==> config.mk <==
export PLATFORM = sky130hd
export DESIGN_NAME = hazard_stall_ctrl
export DESIGN_NICKNAME = d
export VERILOG_FILES = /design/src/rtl/hazard_stall_ctrl.sv
export SDC_FILE = /design/constraint.sdc
export NUM_CORES = 1
export LEC_CHECK = 0
export ABC_CLOCK_PERIOD_IN_PS = 2000
export CAP_MARGIN = 20
export CORE_AREA = 4 4 83 93
export CTS_CLUSTER_DIAMETER = 60
export DETAILED_ROUTE_END_ITERATION = 8
export DIE_AREA = 0 0 87 97
export PLACE_DENSITY = 0.76
export SLEW_MARGIN = 10
export SYNTH_ARGS = -nofsm -noshare
export SYNTH_HDL_FRONTEND = slang
export SYNTH_SLANG_ARGS = --single-unit
export TNS_END_PERCENT = 20
==> constraint.sdc <==
create_clock -name clk -period 2 [get_ports clk]
set_input_delay 0.2 -clock clk [delete_from_list [all_inputs] [get_ports clk]]
set_output_delay 0.2 -clock clk [all_outputs]
set_load 0.02 [all_outputs]
==> src/rtl/hazard_stall_ctrl.sv <==
// Hazard and stall controller for the 5-stage core: load-use bubbles, branch flushes,
// data-memory wait freeze with timeout watchdog, and a saturating stall-cycle counter.
module hazard_stall_ctrl #(
   parameter int unsigned TIMEOUT = 16,
   parameter int unsigned CNT_W   = 32
) (
   input  logic             clk,
   input  logic             rst_n,
   input  logic [31:0]      inst_data_ID,
   input  logic [31:0]      inst_data_EX,
   input  logic             memread_EX,
   input  logic             branch_taken_EX,
   input  logic             dmem_req_MEM,
   input  logic             dmem_ready,
   input  logic             err_clr,
   input  logic             cnt_clr,
   output logic             stall_IF,
   output logic             stall_ID,
   output logic             stall_EX,
   output logic             stall_MEM,
   output logic             flush_ID,
   output logic             flush_EX,
   output logic             bus_err,
   output logic [CNT_W-1:0] stall_cnt
);

   localparam int unsigned WAIT_W = $clog2(TIMEOUT + 1);

   typedef enum logic [1:0] {StRun, StMemWait, StError} state_e;

   state_e            state_q, state_d;
   logic [WAIT_W-1:0] wait_q, wait_d;
   logic              bus_err_q, bus_err_d;
   logic [CNT_W-1:0]  cnt_q;

   logic [6:0] opcode_id;
   logic [4:0] rd_ex, rs1_id, rs2_id;
   logic       use1, use2, luse;
   logic       freeze, eval;
   logic       stall_if_int;

   logic unused_inst_bits;
   assign unused_inst_bits = ^{inst_data_EX[31:12], inst_data_EX[6:0],
                               inst_data_ID[31:25], inst_data_ID[14:7]};

   assign opcode_id = inst_data_ID[6:0];
   assign rd_ex     = inst_data_EX[11:7];
   assign rs1_id    = inst_data_ID[19:15];
   assign rs2_id    = inst_data_ID[24:20];

   // LUI/AUIPC/JAL carry immediate bits in the rs1 field; only R/S/B read rs2.
   assign use1 = !((opcode_id == 7'b0110111) || (opcode_id == 7'b0010111) ||
                   (opcode_id == 7'b1101111));
   assign use2 = (opcode_id == 7'b0110011) || (opcode_id == 7'b0100011) ||
                 (opcode_id == 7'b1100011);
   assign luse = memread_EX && (rd_ex != 5'd0) &&
                 ((use1 && (rd_ex == rs1_id)) || (use2 && (rd_ex == rs2_id)));

   always_comb begin
      state_d   = state_q;
      wait_d    = wait_q;
      bus_err_d = bus_err_q;
      freeze    = 1'b0;
      eval      = 1'b0;
      unique case (state_q)
         StRun: begin
            if (dmem_req_MEM && !dmem_ready) begin
               freeze  = 1'b1;
               state_d = StMemWait;
               wait_d  = WAIT_W'(1);
            end else begin
               eval = 1'b1;
            end
         end
         StMemWait: begin
            if (dmem_ready) begin
               eval    = 1'b1;
               state_d = StRun;
               wait_d  = '0;
            end else begin
               freeze = 1'b1;
               if (wait_q == WAIT_W'(TIMEOUT)) begin
                  state_d   = StError;
                  bus_err_d = 1'b1;
               end else begin
                  wait_d = wait_q + WAIT_W'(1);
               end
            end
         end
         StError: begin
            freeze = 1'b1;
            if (err_clr) begin
               bus_err_d = 1'b0;
               state_d   = StRun;
               wait_d    = '0;
            end
         end
         default: begin
            state_d = StRun;
            wait_d  = '0;
         end
      endcase
   end

   always_ff @(posedge clk or negedge rst_n) begin
      if (!rst_n) begin
         state_q   <= StRun;
         wait_q    <= '0;
         bus_err_q <= 1'b0;
      end else begin
         state_q   <= state_d;
         wait_q    <= wait_d;
         bus_err_q <= bus_err_d;
      end
   end

   // Outputs are forced low while reset is asserted, even if a request is still pending.
   assign stall_if_int = freeze || (eval && !branch_taken_EX && luse);
   assign stall_IF     = rst_n && stall_if_int;
   assign stall_ID     = rst_n && stall_if_int;
   assign stall_EX     = rst_n && freeze;
   assign stall_MEM    = rst_n && freeze;
   assign flush_ID     = rst_n && eval && branch_taken_EX;
   assign flush_EX     = rst_n && eval && (branch_taken_EX || luse);
   assign bus_err      = bus_err_q;

   always_ff @(posedge clk or negedge rst_n) begin
      if (!rst_n) begin
         cnt_q <= '0;
      end else if (cnt_clr) begin
         cnt_q <= '0;
      end else if (stall_if_int && (cnt_q != {CNT_W{1'b1}})) begin
         cnt_q <= cnt_q + CNT_W'(1);
      end
   end

   assign stall_cnt = cnt_q;

endmodule

Word level (Yosys, flattened, before mapping)
Index checks and enable logic that the tools add are counted.
Word-level totals
  bits of input ports: 72
  bits in registers: 40
  output and inout bits: 39
Operators by class
  multiplexer cells: 22
  reduce and logical (&&, ||, !) cells: 30
  eq/ne operators: 18
  $add $sub $neg: 2
Operators with widths (count)
  $mux W32: 2
  $add A32 B1 Y32 const B: 1
  $ne A32 B32 Y1 const B: 1
  $eq A7 B6 Y1 const B: 3
  $mux W5: 4
  $pmux W5 S3: 1
  $eq A7 B7 Y1 const B: 2
  $logic_and A1 B1 Y1: 13
  $eq A5 B5 Y1: 2
  $mux W2: 4
  $ne A2 B2 Y1 const B: 4
  $eq A7 B5 Y1 const B: 1
  $logic_or A1 B1 Y1: 7
  $mux W1: 7
  $ne A3 B3 Y1 const B: 2
  $pmux W2 S3: 1
  $reduce_and A3 Y1: 2
  $add A5 B1 Y5 const B: 1
  $eq A5 B5 Y1 const B: 1
  $reduce_bool A5 Y1: 1
  $pmux W1 S2: 2
  $reduce_and A4 Y1: 1
  $reduce_bool A2 Y1: 2
  $logic_not A1 Y1: 3
  other kinds (4): 4

Logic depth before layout (Yosys ltp)
Gate-level depths: netlist of run 1.
  word-level depth: 12
  gate-level depth with buffers: 9
  mapped depth without buffers: 8

Worst setup path after synthesis of run 1
OpenSTA, ideal clock, no wires.
  path type: reg2out
  start point: register state_q[0]
  end point: output port stall_IF
  buffers on the path: 4
  cell stages (with the launch flop): 10
  arrival: 2.094 ns
  path slack: -0.294 ns
  path through: dfrtp_1 clkbuf_1 a21oi_1 nor3b_1 nand4b_1 and3_4 buf_2 buf_2 nor2_1 buf_4
Between the ends
  longest elaborated chain between the ends: 6
RTL lines
  start, declared: line 31  | state_e state_q, state_d;
  start signal, assigned: line 107  | state_q <= StRun;
  start signal, assigned: line 111  | state_q <= state_d;
  $eq A2 B1 Y1 or $logic_not A2 Y1 (tied branches): line 65  | unique case (state_q)
  $pmux W1 S2: line 65
  $logic_and A1 B1 Y1 (2 in series): line 118  | assign stall_if_int = freeze || (eval && !branch_taken_EX && luse);
  $logic_or A1 B1 Y1 (*): line 118
  $logic_and A1 B1 Y1 (*)
  end, declared: line 17  | output logic stall_IF,
Mark *: on every way between the ends. The rest lies on a longest branch, timed or not.

Worst setup path in the final report of run 1
  start point: register cnt_q[12], in the netlist stall_cnt[12]
  end point: register cnt_q[17], in the netlist stall_cnt[17]
Between the ends
  longest elaborated chain between the ends: 3
RTL lines
  start, declared: line 34  | logic [CNT_W-1:0] cnt_q;
  start signal, assigned: line 133  | cnt_q <= cnt_q + CNT_W'(1);
  $add A32 B1 Y32 or $ne A32 B32 Y1 (tied branches): line 133, 132
  $mux W32 or $logic_and A1 B1 Y1 (tied branches): line 132  | end else if (stall_if_int && (cnt_q != {CNT_W{1'b1}})) begin
  $mux W32 or $reduce_bool A2 Y1 (tied branches)
Several ways; a longest one is shown, not always the timed one. The select of a mux whose other input is x is not followed.
A chain may end at the register's enable or synchronous reset.

==> impl_metrics.xml, run 1 <==
<?xml version="1.0" encoding="UTF-8"?>
<metrics>
  <group name="sta">
    <metric name="report.final.setup_viol" unit="">24</metric>
    <metric name="timing.max_slew.rel_slack" unit="%">63.6</metric>
    <metric name="hold_viol" unit="">0</metric>
    <metric name="final.hold.worst_slack" unit="ps">29.0</metric>
    <metric name="final_critical_path_setup_slack" unit="ps">-116</metric>
    <metric name="final_min_period_over_clock_period" unit="%">106</metric>
    <metric name="timing.clock.skew" unit="ps">6.90</metric>
    <metric name="worst_pin_slew" unit="ps">546</metric>
    <metric name="max_clock_freq" unit="MHz">473</metric>
    <metric name="period_minus_slack" unit="ps">2120</metric>
    <metric name="finalMaxSlewViolations" unit="">0</metric>
    <metric name="unrepaired_setup_endpoints_after_global_routing" unit="">yes</metric>
  </group>
  <group name="placed_design">
    <metric name="gp_congestion" unit="">0.812</metric>
    <metric name="pre_cts_ws" unit="ps">-603</metric>
    <metric name="placed_area" unit="um^2">3790</metric>
    <metric name="dp_cells" unit="">493</metric>
    <metric name="hpwl" unit="um">5860</metric>
    <metric name="port_buffers" unit="">68</metric>
  </group>
  <group name="worst_setup_path">
    <metric name="reg2reg_from" unit="">stall_cnt[12]</metric>
    <metric name="ff2ff_path_depth" unit="">7</metric>
    <metric name="timing.critical_path.required" unit="ps">2200</metric>
    <metric name="worst_setup_path_startpoint" unit="">stall_cnt[12]</metric>
    <metric name="critPathCaptureType" unit="">flip-flop</metric>
    <metric name="timing.rr.end" unit="">stall_cnt[17]</metric>
    <metric name="setup.worst_path.start_class" unit="">flip-flop</metric>
    <metric name="worst_setup_path_class" unit="">flip-flop to flip-flop</metric>
    <metric name="critical_path_peak_fanout" unit="">3</metric>
    <metric name="rrSetupSlack" unit="ps">-120</metric>
    <metric name="cp.arrival" unit="ps">2320</metric>
  </group>
  <group name="outcome">
    <metric name="failing_checks" unit="">negative setup slack</metric>
    <metric name="run_status" unit="">finished, violations left</metric>
  </group>
  <group name="route">
    <metric name="average_wire_per_standard_cell" unit="um">18.1</metric>
    <metric name="route.vias.total" unit="">3113</metric>
    <metric name="remaining_drc_errors" unit="">0</metric>
    <metric name="first_pass_iters" unit="">5</metric>
    <metric name="drt.antenna.violating_nets" unit="">0</metric>
    <metric name="via_to_cell_ratio" unit="">6.04</metric>
    <metric name="first_iter_violations" unit="">300</metric>
    <metric name="wl_final" unit="um">9310</metric>
  </group>
  <group name="global_routing">
    <metric name="track_usage" unit="%">21.1</metric>
    <metric name="grt_max_degree" unit="">41</metric>
    <metric name="antenna_violations_before_repair" unit="">1</metric>
    <metric name="wire_length_of_the_first_global_routing_pass" unit="um">14400</metric>
    <metric name="grt_overflow_total" unit="">0</metric>
    <metric name="grt_pass1_vias" unit="">3077</metric>
  </group>
  <group name="final_layout">
    <metric name="stdcell_area" unit="um^2">4340</metric>
    <metric name="drive_gt1_share" unit="%">35.7</metric>
    <metric name="area_delta_synth_final" unit="%">67.1</metric>
    <metric name="fill_cells" unit="">526</metric>
    <metric name="stdcell_count" unit="">515</metric>
    <metric name="layout.nets" unit="">503</metric>
  </group>
  <group name="synth">
    <metric name="compound_gate_portion_of_the_synthesized_area" unit="%">19.4</metric>
    <metric name="ys_ff_latch" unit="">40</metric>
    <metric name="synth_area_leaders" unit="">sky130_fd_sc_hd__dfrtp_1 39%, sky130_fd_sc_hd__a21oi_1 5.8%, sky130_fd_sc_hd__or4_1 4.3%</metric>
    <metric name="netlist.top_cell.by_area" unit="">sky130_fd_sc_hd__dfrtp_1</metric>
    <metric name="adder_cell_share_of_the_synthesized_area" unit="%">1.45</metric>
    <metric name="synth_top_family_by_area" unit="">simple AND/OR/NAND/NOR gates</metric>
    <metric name="post_synth_inst_count" unit="">300</metric>
    <metric name="post_synth_num_cell_types" unit="">52</metric>
    <metric name="yosys.area.top_type_share" unit="%">38.5</metric>
    <metric name="synthSimpleGateAreaFrac" unit="%">31.6</metric>
    <metric name="async_reset_ff_share" unit="%">100</metric>
    <metric name="synth_enable_flop_cells" unit="">0</metric>
    <metric name="synthMuxAreaShare" unit="%">1.30</metric>
    <metric name="synth-warning-count" unit="">0</metric>
    <metric name="yosysSeqAreaShare" unit="%">38.5</metric>
    <metric name="post_synthesis_xor_xnor_area_fraction" unit="%">3.37</metric>
    <metric name="synth_nets" unit="">375</metric>
    <metric name="ys.flop_type" unit="">sky130_fd_sc_hd__dfrtp_1</metric>
    <metric name="post_synth.cell_area_avg" unit="um^2">8.66</metric>
    <metric name="netlist_area_before_placement" unit="um^2">2600</metric>
  </group>
  <group name="cts">
    <metric name="tritoncts_clock_tree" unit="">done</metric>
    <metric name="cts_sinks" unit="">40</metric>
    <metric name="cts.clk_slew.worst_paths" unit="ps">80</metric>
    <metric name="cts_buffer_depth" unit="">2</metric>
    <metric name="clk_root_buffer_cell" unit="">sky130_fd_sc_hd__clkbuf_8</metric>
    <metric name="cts_htree_levels" unit="">2</metric>
    <metric name="cts_buffers" unit="">5</metric>
    <metric name="clk-insertion-delay-late" unit="ps">300</metric>
  </group>
  <group name="flow_run">
    <metric name="drv.max_cap_violation_count" unit="">0</metric>
  </group>
  <group name="min_path">
    <metric name="hp-class" unit="">input pin to asynchronous set/reset pin</metric>
  </group>
  <group name="floorplanning">
    <metric name="floorplan.die_area" unit="um^2">8440</metric>
    <metric name="floorplan.die.width" unit="um">87</metric>
    <metric name="die_h" unit="um">97</metric>
    <metric name="rows" unit="">32</metric>
    <metric name="design.portCount" unit="">111</metric>
    <metric name="core-area" unit="um^2">6850</metric>
    <metric name="initial_utilization" unit="%">37.9</metric>
  </group>
  <group name="power_and_ir_drop">
    <metric name="p_per_area" unit="nW/um^2">412</metric>
    <metric name="total_power" unit="W">0.00179</metric>
    <metric name="static-leakage-power" unit="nW">1.70</metric>
    <metric name="max-vdd-ir-drop" unit="V">0.000303</metric>
  </group>
</metrics>
[worst max path at each step]
| stage | slack (ps) | endpoint |
|---|---|---|
| detailed placement | -600 | stall_cnt[14] |
| CTS | -120 | stall_cnt[8] |
| floorplan | -20 | stall_cnt[3] |
| global route | -220 | stall_cnt[31] |
| global placement | -550 | stall_cnt[12] |
| finish | -120 | stall_cnt[17] |
[cells in the mapped netlist, drive strengths merged (5+ instances only)]
cell type / count
nor3: 7
nor4: 6
nand2: 20
inv: 6
nor2: 19
a21oi: 30
and3: 8
nand3: 18
nand4: 16
or3: 9
dfrtp: 40
o21ai: 18
clkbuf: 8
o31ai: 13
xor2: 10
and2: 6
nor2b: 5
buf: 9
or4: 15
[power breakdown]
group	total [W]	internal (W)	leakage (nW)	switching (W)
Sequential	0.000839	0.000821	0.525	0.0000179
Combinational	0.000368	0.000184	1.13	0.000184
Clock	0.000581	0.000276	0.0510	0.000305
Total	0.00179	0.00128	1.70	0.000507
[worst max-delay path, cell delays in order, from the launching register on]
cell and delay, ps:
sky130_fd_sc_hd__dfrtp_2 370, sky130_fd_sc_hd__nand4_1 210, sky130_fd_sc_hd__buf_4 200, sky130_fd_sc_hd__nor2_1 160, sky130_fd_sc_hd__nand2_1 120, sky130_fd_sc_hd__or4_4 510, sky130_fd_sc_hd__o31a_1 270, sky130_fd_sc_hd__o21a_1 170
[registers in the layout, indices dropped and copies added, names as in the netlist]
name / flops
bus_err: 1
wait_q: 5
state_q: 2
stall_cnt: 32
[layer usage]
layer / up-vias / track usage, % / share of wire (%)
met3: 23 / 3.83 / 6.4
li1: 1415 / - / -
met1: 1533 / 25.3 / 38
met4: 0 / 9.95 / 3.1
met5: - / 0 / 0
met2: 142 / 35.6 / 52
[cells by family (layout without fill, tap and decap cells)]
logic type,Yosys count,after routing
simple gates,140,140
xor+xnor,10,10
buf+inv,23,152
fa+ha+maj,3,3
flops,40,40
compound gates,81,81
mux,3,3
other cells,0,1
[metrics by stage]
stage / utilization [%] / TNS, ps
finish: 63.4 / -1290
global route: 63.4 / -4570
CTS: 61.5 / -1460
detailed placement: 55.4 / -16630
global placement: 55.4 / -14730
floorplan: - / -19.9
[layout make-up]
| cell class | instances | area, um^2 | share of cell area [%] |
|---|---|---|---|
| Antenna cell | 1 | 2.50 | 0.0577 |
| Clock inverter | 2 | 10.0 | 0.231 |
| Multi-Input combinational cell | 237 | 1760 | 40.6 |
| Tap cell | 85 | 106 | 2.45 |
| Inverter | 6 | 22.5 | 0.519 |
| Sequential cell | 40 | 1020 | 23.6 |
| Clock buffer | 6 | 82.6 | 1.90 |
| Timing Repair Buffer | 138 | 1330 | 30.6 |
[layout by cell type, fill, tap and decap left out, types with 4 or more instances in the layout]
master / synthesis / final
sky130_fd_sc_hd__o31ai_1: 13 / 9
sky130_fd_sc_hd__dfrtp_2: 0 / 17
sky130_fd_sc_hd__nor2b_1: 5 / 5
sky130_fd_sc_hd__nand2_1: 20 / 19
sky130_fd_sc_hd__nand4_1: 16 / 16
sky130_fd_sc_hd__dlygate4sd2_1: 0 / 7
sky130_fd_sc_hd__buf_4: 2 / 58
sky130_fd_sc_hd__dfrtp_1: 40 / 23
sky130_fd_sc_hd__buf_12: 0 / 4
sky130_fd_sc_hd__nand3_1: 18 / 18
sky130_fd_sc_hd__a21oi_1: 30 / 19
sky130_fd_sc_hd__nor3_1: 6 / 4
sky130_fd_sc_hd__and3_1: 7 / 7
sky130_fd_sc_hd__o21ai_0: 18 / 16
sky130_fd_sc_hd__xor2_1: 10 / 10
sky130_fd_sc_hd__or4_1: 15 / 8
sky130_fd_sc_hd__buf_6: 2 / 5
sky130_fd_sc_hd__clkdlybuf4s50_1: 0 / 52
sky130_fd_sc_hd__clkbuf_8: 0 / 6
sky130_fd_sc_hd__o31ai_2: 0 / 4
sky130_fd_sc_hd__inv_1: 6 / 6
sky130_fd_sc_hd__or4_4: 0 / 7
sky130_fd_sc_hd__a21oi_2: 0 / 10
sky130_fd_sc_hd__and2_1: 5 / 5
sky130_fd_sc_hd__nor2_1: 19 / 17
sky130_fd_sc_hd__or3_1: 9 / 9
[repair_timing]
item,4_1_cts,5_1_grt
hold buffers,0,0
pin swaps,37,20
setup buffers,9,2
gates resized for setup,63,33
cloned,4,0
setup endpoints to repair,36,37
Note: power is estimated with default switching activity, not from simulation.
==> run 2: changes to the inputs <==
- ABC_CLOCK_PERIOD_IN_PS: 2000 -> 1800
- clock period: 2 -> 1.8 ns (I/O delays scaled with it)
==> impl_metrics.xml, run 2 (synthesis gave the netlist of run 1 again) <==
<?xml version="1.0" encoding="UTF-8"?>
<metrics>
  <group name="outcome">
    <metric name="run_status" unit="">finished, violations left</metric>
    <metric name="failing_checks" unit="">negative setup slack</metric>
  </group>
  <group name="final_layout">
    <metric name="area_delta_synth_final" unit="%">72.5</metric>
    <metric name="stdcell_count" unit="">541</metric>
    <metric name="mostFrequentLayoutCells" unit="">88 x sky130_fd_sc_hd__buf_4, 51 x sky130_fd_sc_hd__clkdlybuf4s50_1, 23 x sky130_fd_sc_hd__dfrtp_1, 21 x sky130_fd_sc_hd__a21oi_2, 19 x sky130_fd_sc_hd__nand2_1</metric>
    <metric name="largest_register_ffs" unit="">32</metric>
    <metric name="antenna_cells_inserted" unit="">0</metric>
    <metric name="stdcell_area" unit="um^2">4480</metric>
    <metric name="final_common_cell" unit="">sky130_fd_sc_hd__buf_4</metric>
    <metric name="drive_gt1_share" unit="%">43.0</metric>
    <metric name="layout.nets" unit="">530</metric>
  </group>
  <group name="global_routing">
    <metric name="antenna_violations_before_repair" unit="">0</metric>
    <metric name="grt_max_degree" unit="">32</metric>
    <metric name="track_usage" unit="%">21.5</metric>
    <metric name="grt_overflow_total" unit="">0</metric>
    <metric name="grt_pass1_vias" unit="">3376</metric>
    <metric name="wire_length_of_the_first_global_routing_pass" unit="um">15000</metric>
  </group>
  <group name="placed_design">
    <metric name="dp_cells" unit="">523</metric>
    <metric name="gp_congestion" unit="">0.865</metric>
    <metric name="port_buffers" unit="">68</metric>
    <metric name="placed_area" unit="um^2">4010</metric>
    <metric name="hpwl" unit="um">6160</metric>
  </group>
  <group name="floorplanning">
    <metric name="die_h" unit="um">97</metric>
    <metric name="floorplan.die_area" unit="um^2">8440</metric>
    <metric name="core-area" unit="um^2">6850</metric>
    <metric name="rows" unit="">32</metric>
    <metric name="floorplan.die.width" unit="um">87</metric>
    <metric name="initial_utilization" unit="%">37.9</metric>
    <metric name="design.portCount" unit="">111</metric>
  </group>
  <group name="route">
    <metric name="first_pass_iters" unit="">4</metric>
    <metric name="drt.antenna.violating_nets" unit="">0</metric>
    <metric name="via_to_cell_ratio" unit="">5.76</metric>
    <metric name="first_iter_violations" unit="">150</metric>
    <metric name="route.vias.total" unit="">3114</metric>
    <metric name="remaining_drc_errors" unit="">0</metric>
    <metric name="average_wire_per_standard_cell" unit="um">16.4</metric>
    <metric name="wl_final" unit="um">8870</metric>
  </group>
  <group name="worst_setup_path">
    <metric name="slowest_delay" unit="ps">530</metric>
    <metric name="crit_path_cells" unit="">dlygate4sd2_1 &gt; or4_4 &gt; o211ai_1 &gt; nand4b_1 &gt; and3_4 &gt; buf_4 &gt; nor2_4 &gt; buf_2</metric>
    <metric name="ff2ff_path_depth" unit="">8</metric>
    <metric name="reg2reg_from" unit="">state_q[0]</metric>
    <metric name="timing.critical_path.required" unit="ps">1620</metric>
    <metric name="cp_slowest_cell" unit="">sky130_fd_sc_hd__or4_4</metric>
    <metric name="cp.arrival" unit="ps">1880</metric>
    <metric name="critPathCaptureType" unit="">primary output</metric>
    <metric name="critical_path_peak_fanout" unit="">5</metric>
    <metric name="timing.rr.end" unit="">stall_cnt[12]</metric>
    <metric name="setup.worst_path.start_class" unit="">input pin</metric>
    <metric name="rrSetupSlack" unit="ps">-250</metric>
    <metric name="worst_setup_path_class" unit="">input pin to primary output</metric>
  </group>
  <group name="power_and_ir_drop">
    <metric name="p_per_area" unit="nW/um^2">459</metric>
    <metric name="p_switching" unit="W">0.000547</metric>
    <metric name="comb_power_share" unit="%">18.3</metric>
    <metric name="power.share.clock" unit="%">36.5</metric>
    <metric name="total_power" unit="W">0.00205</metric>
    <metric name="switching_share" unit="%">26.6</metric>
    <metric name="max-vdd-ir-drop" unit="V">0.000468</metric>
    <metric name="intPower" unit="W">0.00151</metric>
    <metric name="seq_power_share" unit="%">45.2</metric>
    <metric name="static-leakage-power" unit="nW">1.81</metric>
  </group>
  <group name="cts">
    <metric name="tritoncts_clock_tree" unit="">done</metric>
    <metric name="cts_buffer_depth" unit="">2</metric>
    <metric name="clk_root_buffer_cell" unit="">sky130_fd_sc_hd__clkbuf_8</metric>
    <metric name="cts_htree_levels" unit="">2</metric>
    <metric name="clk-insertion-delay-late" unit="ps">300</metric>
    <metric name="cts_sinks" unit="">40</metric>
    <metric name="cts_buffers" unit="">5</metric>
    <metric name="cts.clk_slew.worst_paths" unit="ps">80</metric>
  </group>
  <group name="sta">
    <metric name="finalMaxSlewViolations" unit="">0</metric>
    <metric name="hold_viol" unit="">0</metric>
    <metric name="report.final.setup_viol" unit="">34</metric>
    <metric name="worst_pin_slew" unit="ps">596</metric>
    <metric name="final_min_period_over_clock_period" unit="%">114</metric>
    <metric name="unrepaired_setup_endpoints_after_global_routing" unit="">yes</metric>
    <metric name="max_clock_freq" unit="MHz">486</metric>
    <metric name="period_minus_slack" unit="ps">2060</metric>
    <metric name="timing.clock.skew" unit="ps">3.84</metric>
    <metric name="final_critical_path_setup_slack" unit="ps">-258</metric>
    <metric name="timing.max_slew.rel_slack" unit="%">60.1</metric>
  </group>
  <group name="min_path">
    <metric name="hp-class" unit="">input pin to asynchronous set/reset pin</metric>
  </group>
  <group name="flow_run">
    <metric name="drv.max_cap_violation_count" unit="">0</metric>
  </group>
</metrics>
run 2: changes by cell type in the layout (fill, tap and decap cells not counted), moves of 4 or more:
cell | before | now
sky130_fd_sc_hd__buf_4 | 58 | 88
sky130_fd_sc_hd__buf_2 | 3 | 7
sky130_fd_sc_hd__a21oi_1 | 19 | 9
sky130_fd_sc_hd__or3_1 | 9 | 4
sky130_fd_sc_hd__or3_4 | 0 | 5
sky130_fd_sc_hd__a21oi_2 | 10 | 21
run 2: cell type report:
type                       count  area, um^2
clock inverter                 2        35.0
multi-input combinational    237        1780
inverter                       6        22.5
tap                           85         106
fill                         537        2370
timing repair buffer         165        1440
clock buffer                   6        72.6
sequential                    40        1020
run 2: worst max path at each step:
stage	startpoint	end	depth (start not counted)
after floorplan	stall_cnt[11]	stall_cnt[31]	6
after global placement	inst_data_ID[3]	stall_cnt[9]	8
after detailed placement	inst_data_ID[3]	stall_cnt[22]	8
after CTS	state_q[0]	stall_cnt[10]	8
after global routing	stall_cnt[6]	stall_cnt[17]	7
final	inst_data_EX[9]	stall_IF	8
run 2: layer usage:
metal	GRT usage (%)	vias up	wire length [um]
met5	0	-	0
met4	7.07	0	218
met3	5.20	22	737
met2	38.1	126	4610
met1	24.6	1514	3300
li1	-	1452	-
run 2: metrics by stage:
stage | TNS [ps] | worst slack, ps | utilization, % | hold slack [ps]
floorplan | -3570 | -165 | - | -116
global placement | -23370 | -721 | 58.6 | 171
detailed placement | -25600 | -817 | 58.6 | 186
CTS | -8330 | -315 | 64.3 | 400
global route | -9790 | -353 | 65.4 | 441
finish | -6470 | -258 | 65.4 | 424
run 2: timing repair:
action | CTS | global route
buffers inserted | 9 | 1
gates resized for setup | 79 | 33
pin swaps | 30 | 24
endpoints found under the hold margin | 9 | 0
cloned | 3 | 0
setup endpoints to repair | 38 | 35
hold buffers | 1 | 0
run 2: critical path: cells and delay by family:
kind,cells,cell delay [ps]
AOI/OAI and AO/OA,1,150
buffers and inverters,3,560
and+or+nand+nor,4,990
run 2: power by group through the flow:
stage                     combinational [W]  sequential (W)  clock [W]
final                              0.000377        0.000928   0.000750
after global routing               0.000413        0.000930   0.000811
after CTS                          0.000395        0.000928   0.000762
after detailed placement           0.000333        0.000946          0
after global placement             0.000321        0.000944          0
after floorplan                    0.000150        0.000948          0
==> run 3: changes to the inputs <==
- CAP_MARGIN: 20 -> default
==> results of run 3 <==
No change in the layout: final DEF, timing and power equal those of run 2.
